[src/rtl/dma_pcie_pkg.sv]
// Shared definitions for the DMA read path: FSM encoding, DW length width,
// the 4 KB page size in DWs and the MRRS decode.
package dma_pcie_pkg;

  localparam int LEN_WIDTH = 16;
  localparam int DW_4K     = 1024;

  typedef enum logic [2:0] {
    ST_IDLE        = 3'd0,
    ST_CALC        = 3'd1,
    ST_ISSUE       = 3'd2,
    ST_WAIT_LOW    = 3'd3,
    ST_WAIT_CREDIT = 3'd4
  } state_t;

  // Max read request size in DWs: 128<<n bytes, codes above 5 saturate to 4 KB
  function automatic logic [10:0] mrrs_to_dw(input logic [2:0] mrrs);
    logic [2:0] n;
    n = (mrrs > 3'd5) ? 3'd5 : mrrs;
    return 11'd32 << n;
  endfunction

endpackage

[src/rtl/dma_chunk_calc.sv]
// Combinational chunk size: smallest of remaining length, MRRS and the
// distance to the next 4 KB boundary. Result range is 1..1024 for a
// non-zero remaining length.
module dma_chunk_calc
  import dma_pcie_pkg::*;
#(
  parameter int P_LEN_WIDTH = LEN_WIDTH
) (
  input  logic [P_LEN_WIDTH-1:0] remaining,
  input  logic [2:0]             cfg_mrrs,
  input  logic [9:0]             addr_dw_lo,
  output logic [10:0]            chunk
);

  logic [10:0] mrrs_dw;
  logic [10:0] to_boundary;
  logic [10:0] rem_clip;
  logic [10:0] min_ab;

  // Three-way minimum; remaining is clipped to 1024 first so everything fits 11 bits
  always_comb begin
    mrrs_dw     = mrrs_to_dw(cfg_mrrs);
    to_boundary = 11'(DW_4K) - {1'b0, addr_dw_lo};
    if (32'(remaining) > 32'(DW_4K)) begin
      rem_clip = 11'(DW_4K);
    end else begin
      rem_clip = 11'(remaining);
    end
    min_ab = (rem_clip < mrrs_dw) ? rem_clip : mrrs_dw;
    chunk  = (min_ab < to_boundary) ? min_ab : to_boundary;
  end

endmodule

[src/rtl/dma_read_splitter.sv]
// Splits a DMA read command into MRRS-sized, 4 KB-safe read requests,
// handshakes each with the TX engine and tracks outstanding credits.
//
//   state       | meaning
//   ------------+----------------------------------------------------
//   IDLE        | ready for a command
//   CALC        | register next chunk size and request address/len
//   ISSUE       | request presented, waiting for dma_read_done
//   WAIT_LOW    | request taken, waiting for dma_read_done to drop
//   WAIT_CREDIT | outstanding limit reached, waiting for a completion
module dma_read_splitter
  import dma_pcie_pkg::*;
#(
  parameter int P_MAX_OUTSTANDING = 8,
  parameter int P_LEN_WIDTH       = LEN_WIDTH
) (
  input  logic                   i_clk,
  input  logic                   i_rst_n,
  input  logic [31:0]            cmd_addr,
  input  logic [P_LEN_WIDTH-1:0] cmd_len_dw,
  input  logic                   cmd_valid,
  output logic                   cmd_ready,
  input  logic [2:0]             cfg_mrrs,
  output logic [31:0]            dma_read_addr,
  output logic [9:0]             dma_read_len,
  output logic                   dma_read_valid,
  input  logic                   dma_read_done,
  input  logic [7:0]             current_tag,
  output logic [7:0]             issued_tag,
  output logic                   issued_tag_valid,
  input  logic                   cpl_tag_done,
  output logic [5:0]             outstanding,
  output logic                   cmd_done,
  output logic                   busy
);

  state_t                 state_q, state_d;
  logic [29:0]            addr_q;
  logic [P_LEN_WIDTH-1:0] remaining_q;
  logic [10:0]            chunk_q;
  logic [10:0]            chunk_calc;

  logic accept;
  logic issue_hs;
  logic credit_full;
  logic cpl_dec;

  logic cmd_ready_d;
  logic busy_d;
  logic valid_d;
  logic tag_valid_d;
  logic cmd_done_d;

  assign accept      = (state_q == ST_IDLE) && cmd_ready && cmd_valid;
  assign issue_hs    = (state_q == ST_ISSUE) && dma_read_done;
  assign credit_full = (outstanding >= 6'(P_MAX_OUTSTANDING));
  assign cpl_dec     = cpl_tag_done && (outstanding != 6'd0);

  dma_chunk_calc #(
    .P_LEN_WIDTH (P_LEN_WIDTH)
  ) u_chunk_calc (
    .remaining  (remaining_q),
    .cfg_mrrs   (cfg_mrrs),
    .addr_dw_lo (addr_q[9:0]),
    .chunk      (chunk_calc)
  );

  // State register
  always_ff @(posedge i_clk or negedge i_rst_n) begin
    if (!i_rst_n) begin
      state_q <= ST_IDLE;
    end else begin
      state_q <= state_d;
    end
  end

  // Next-state decode
  always_comb begin
    state_d = state_q;
    case (state_q)
      ST_IDLE: begin
        if (accept && (cmd_len_dw != '0)) state_d = ST_CALC;
      end
      ST_CALC: begin
        state_d = credit_full ? ST_WAIT_CREDIT : ST_ISSUE;
      end
      ST_ISSUE: begin
        if (dma_read_done) state_d = ST_WAIT_LOW;
      end
      ST_WAIT_LOW: begin
        if (!dma_read_done) state_d = (remaining_q == '0) ? ST_IDLE : ST_CALC;
      end
      ST_WAIT_CREDIT: begin
        if (!credit_full) state_d = ST_ISSUE;
      end
      default: state_d = ST_IDLE;
    endcase
  end

  // Next values of the registered control outputs, derived from the upcoming state
  always_comb begin
    cmd_ready_d = (state_d == ST_IDLE);
    busy_d      = (state_d != ST_IDLE);
    valid_d     = (state_d == ST_ISSUE);
    tag_valid_d = issue_hs;
    cmd_done_d  = (accept && (cmd_len_dw == '0)) ||
                  ((state_q == ST_WAIT_LOW) && !dma_read_done && (remaining_q == '0));
  end

  // Registered control outputs
  always_ff @(posedge i_clk or negedge i_rst_n) begin
    if (!i_rst_n) begin
      cmd_ready        <= 1'b0;
      busy             <= 1'b0;
      dma_read_valid   <= 1'b0;
      issued_tag_valid <= 1'b0;
      cmd_done         <= 1'b0;
    end else begin
      cmd_ready        <= cmd_ready_d;
      busy             <= busy_d;
      dma_read_valid   <= valid_d;
      issued_tag_valid <= tag_valid_d;
      cmd_done         <= cmd_done_d;
    end
  end

  // Command datapath: address/length bookkeeping and the request fields
  always_ff @(posedge i_clk or negedge i_rst_n) begin
    if (!i_rst_n) begin
      addr_q        <= '0;
      remaining_q   <= '0;
      chunk_q       <= '0;
      dma_read_addr <= '0;
      dma_read_len  <= '0;
      issued_tag    <= '0;
    end else begin
      if (accept) begin
        addr_q      <= cmd_addr[31:2];
        remaining_q <= cmd_len_dw;
      end
      if (state_q == ST_CALC) begin
        chunk_q       <= chunk_calc;
        dma_read_addr <= {addr_q, 2'b00};
        dma_read_len  <= chunk_calc[9:0];
      end
      if (issue_hs) begin
        addr_q      <= addr_q + 30'(chunk_q);
        remaining_q <= remaining_q - P_LEN_WIDTH'(chunk_q);
        issued_tag  <= current_tag;
      end
    end
  end

  // Outstanding credit counter; a completion with nothing outstanding is dropped
  always_ff @(posedge i_clk or negedge i_rst_n) begin
    if (!i_rst_n) begin
      outstanding <= '0;
    end else begin
      case ({issue_hs, cpl_dec})
        2'b10:   outstanding <= outstanding + 6'd1;
        2'b01:   outstanding <= outstanding - 6'd1;
        default: outstanding <= outstanding;
      endcase
    end
  end

endmodule

[config.mk]
export PLATFORM = sky130hd
export DESIGN_NAME = dma_read_splitter
export DESIGN_NICKNAME = d
export VERILOG_FILES = /design/src/rtl/dma_pcie_pkg.sv /design/src/rtl/dma_chunk_calc.sv /design/src/rtl/dma_read_splitter.sv
export SDC_FILE = /design/constraint.sdc
export NUM_CORES = 1
export LEC_CHECK = 0
export CORE_ASPECT_RATIO = 1.2
export CORE_MARGIN = 5
export CORE_UTILIZATION = 49
export CTS_CLUSTER_DIAMETER = 30
export DETAILED_ROUTE_END_ITERATION = 8
export GPL_TIMING_DRIVEN = 0
export PLACE_DENSITY = 0.74
export RECOVER_POWER = 50
export SETUP_SLACK_MARGIN = 0.5
export SLEW_MARGIN = 20
export SYNTH_ARGS = -nofsm -noshare
export SYNTH_HDL_FRONTEND = slang
export SYNTH_SLANG_ARGS = --single-unit
[constraint.sdc]
create_clock -name i_clk -period 7.39 [get_ports i_clk]
set_clock_uncertainty 0.05 [all_clocks]
set_input_delay 1.1085 -clock i_clk [delete_from_list [all_inputs] [get_ports i_clk]]
set_output_delay 1.1085 -clock i_clk [all_outputs]
set_load 0.1 [all_outputs]
==> qor.csv <==
stage;metric;value;unit
setup_path;crit-path max FO;10;
setup_path;Worst Reg-to-Reg Cells;18;
cells_and_area;FF+latch area;2728;µm²
clock_network;Hold Buf Count CTS;0;
setup_path;endpoint class of the critical path;register;
sta;setup TNS;0;ns
yosys;Yosys warning count;0;
clock_network;Clock Latency Late Sink;0.36;ns
yosys;Synth Register Bits;109;
drt;initial DRC count;411;
min_path;Hold WC Path Type;register to register;
sta;final hold violation count;0;
run;max-cap check violation count;1;
drt;drt pass-1 iters;6;
clock_network;Clock Sinks;109;
sta;crit share post-route;72.07;%
setup_path;Data arrival, critical path;5.53;ns
yosys;EDFF count, synth;0;
yosys;post-synthesis sequential area ratio;38.73;%
yosys;post-synth cell types;76;
die;Die Width;119.4;µm
setup_path;worst path required time;7.59;ns
yosys;Main synth FF type;dfrtp_1;
clock_network;post-CTS setup buffers;0;
placed_design;Buffers on Ports;120;
drt;wire length per cell;19.49;µm
sta;final hold slack;0.4247;ns
setup_path;CP Class;input pin to register;
placed_design;RD Place Congestion;0.9363;
cells_and_area;final net count;1006;
clock_network;Max Buffers Root-to-Sink;2;
cells_and_area;fillcell total;1216;
die;Core Box Area;14230;µm²
yosys;Avg Cell Area, Syn;9.243;µm²
clock_network;Post-CTS Resized;0;
sta;Max Slew Vio Count;31;
global_routing;first-pass GRT wire length;33990;µm
clock_network;clock root buffer;clkbuf_16;
cells_and_area;area occupied by multi-input gates;3928;µm²
cells_and_area;n_diodes;0;
yosys;Syn Inst Count;762;
cells_and_area;commonest non-fill, non-tap cells in the layout;118 x clkdlybuf4s50_1, 109 x dfrtp_1, 100 x nand2_1, 55 x nor2_1, 44 x ha_1;
clock_network;CTS buffer count;9;
sta;Slew @ Worst Pin;1.840;ns
placed_design;placed wire-length estimate;15900;µm
die;cell row count;48;
global_routing;gr usage total;25.46;%
drt;DR vias/cell;5.978;
run_status;failing checks;max-capacitance violations, max-slew violations;
die;I/O pins;125;
drt;Final ANT Viol Nets;0;
sta;min Tclk post-route;5.326;ns
cells_and_area;commonest non-fill, non-tap cell in the layout;clkdlybuf4s50_1;
drt;post-detailed-routing wire length;20950;µm
die;Starting Density;49.48;%
global_routing;number of global-route vias before repair;6445;
yosys;area share of the largest cell type after synthesis;38.73;%
sta;setup violators final;0;
clock_network;clock transition at the registers of the reported paths;0.08;ns
yosys;leading area contributor after synthesis;dfrtp_1;
drt;DRC Markers;0;
cells_and_area;area delta synth->final;24.39;%
yosys;Post-Syn Area;7043;µm²
global_routing;GR Overflow Total;0;
placed_design;dpl cells;1059;
die;die extent in y;141.3;µm
global_routing;largest net degree at the start of global routing;80;
setup_path;Worst setup SP type;input pin;
cells_and_area;Core Util, Final;61.55;%
clock_network;CTS tree;done;
cells_and_area;layout cells sized above 1;9.667;%
sta;RSZ-0062 raised after global routing;no;
min_path;hold depth;2;
run_status;status;finished, violations left;
sta;fmax;187.8;MHz
global_routing;number of antenna violations at the first check in global routing;0;
sta;Slew headroom;-22.64;%
drt;routed vias;6426;
cells_and_area;Post-Layout Cell Count;1075;
clock_network;CTS H-tree depth;3;
yosys;Post-synth ARST share;100.0;%
yosys;Synth area leaders;dfrtp_1 39%, ha_1 7.8%, nand2_1 5.3%;
die;Die Footprint;16880;µm²
==> final cells by class <==
class | count | share of cell area (%)
plain buffers | 44 | 2.842
clock buffers | 10 | 2.614
clock inverters | 6 | 0.5427
inverters | 37 | 1.585
multi-input cells | 573 | 44.83
flip-flops and latches | 109 | 31.13
well taps | 175 | 2.499
repair buffers | 121 | 13.95
==> worst paths after layout <==
kind | from | endpoint | slack, ns
max in group asynchronous | i_rst_n | remaining_q[11] | 4.93
min | issued_tag[7] | issued_tag[7] | 0.42
max reg2reg | remaining_q[1] | chunk_q[10] | 2.16
min in group asynchronous | i_rst_n | remaining_q[7] | 1.18
max | cfg_mrrs[1] | chunk_q[10] | 2.06
min reg2reg | issued_tag[7] | issued_tag[7] | 0.42
==> flip-flops by register name (all words and copies together), names as in the netlist <==
name and flops:
outstanding 6, dma_read_valid 1, chunk_q 2, dma_read_addr 30
issued_tag_valid 1, cmd_done 1, dma_read_len 9, addr_q 30
cmd_ready 1, issued_tag 8, busy 1, remaining_q 16
state_q 3
==> kinds of logic (layout without fill, tap and decap cells) <==
group                    count (synthesis)  after routing  synth area share (%)
AO/OA/AOI/OAI                          183            183                 18.21
flip-flops                             109            109                 38.73
buffers and inverters                   81            218                 5.560
adder cells (fa/ha/maj)                 47             47                 8.669
multiplexers                            37             37                 5.720
XOR/XNOR                                26             26                 3.233
AND/OR/NAND/NOR                        278            278                 19.83
other                                    1              2               0.05324
==> routing by layer <==
| layer | vias to the layer above | part of all wire, % | track usage (%) |
|---|---|---|---|
| met5 | - | 0 | 0 |
| met2 | 249 | 49 | 43.51 |
| met4 | 0 | 3.4 | 10.13 |
| met3 | 51 | 6.8 | 4.585 |
| met1 | 3089 | 41 | 32.07 |
| li1 | 3037 | - | - |
==> worst max-delay path: stages <==
cell	delay [ns]
clkdlybuf4s50_1	0.54
or3b_2	0.48
ha_1	0.30
a21oi_1	0.14
nand2_1	0.07
a41oi_1	0.58
buf_6	0.24
mux2i_1	0.31
ha_1	0.21
nand4_1	0.12
a211oi_1	0.55
a22o_1	0.27
a41o_4	0.14
buf_8	0.14
mux2i_1	0.23
o21ai_1	0.08
==> metrics by stage <==
step,instance area (µm²),worst slack [ns]
after floorplan,7047,2.792
after global placement,8467,0.8131
after detailed placement,8496,1.728
after CTS,8772,2.095
after global routing,8761,1.787
final,8761,2.064
==> cell usage after synthesis, types with 10 or more instances <==
master,number
a211oi_1,11
a21o_1,11
a21oi_1,30
a22oi_1,11
buf_4,13
clkbuf_1,21
dfrtp_1,109
ha_1,44
inv_1,37
mux2_2,26
mux2i_1,11
nand2_1,100
nand2b_1,10
nand3_1,16
nor2_1,55
nor3_1,19
nor4_1,12
o21a_1,10
o21ai_0,36
o22ai_1,11
or3_1,10
xnor2_1,12
xor2_1,14
Power is left out: the tool's default activity adds up to more than one toggle a clock period on the data nets, which glitch-free logic cannot reach.
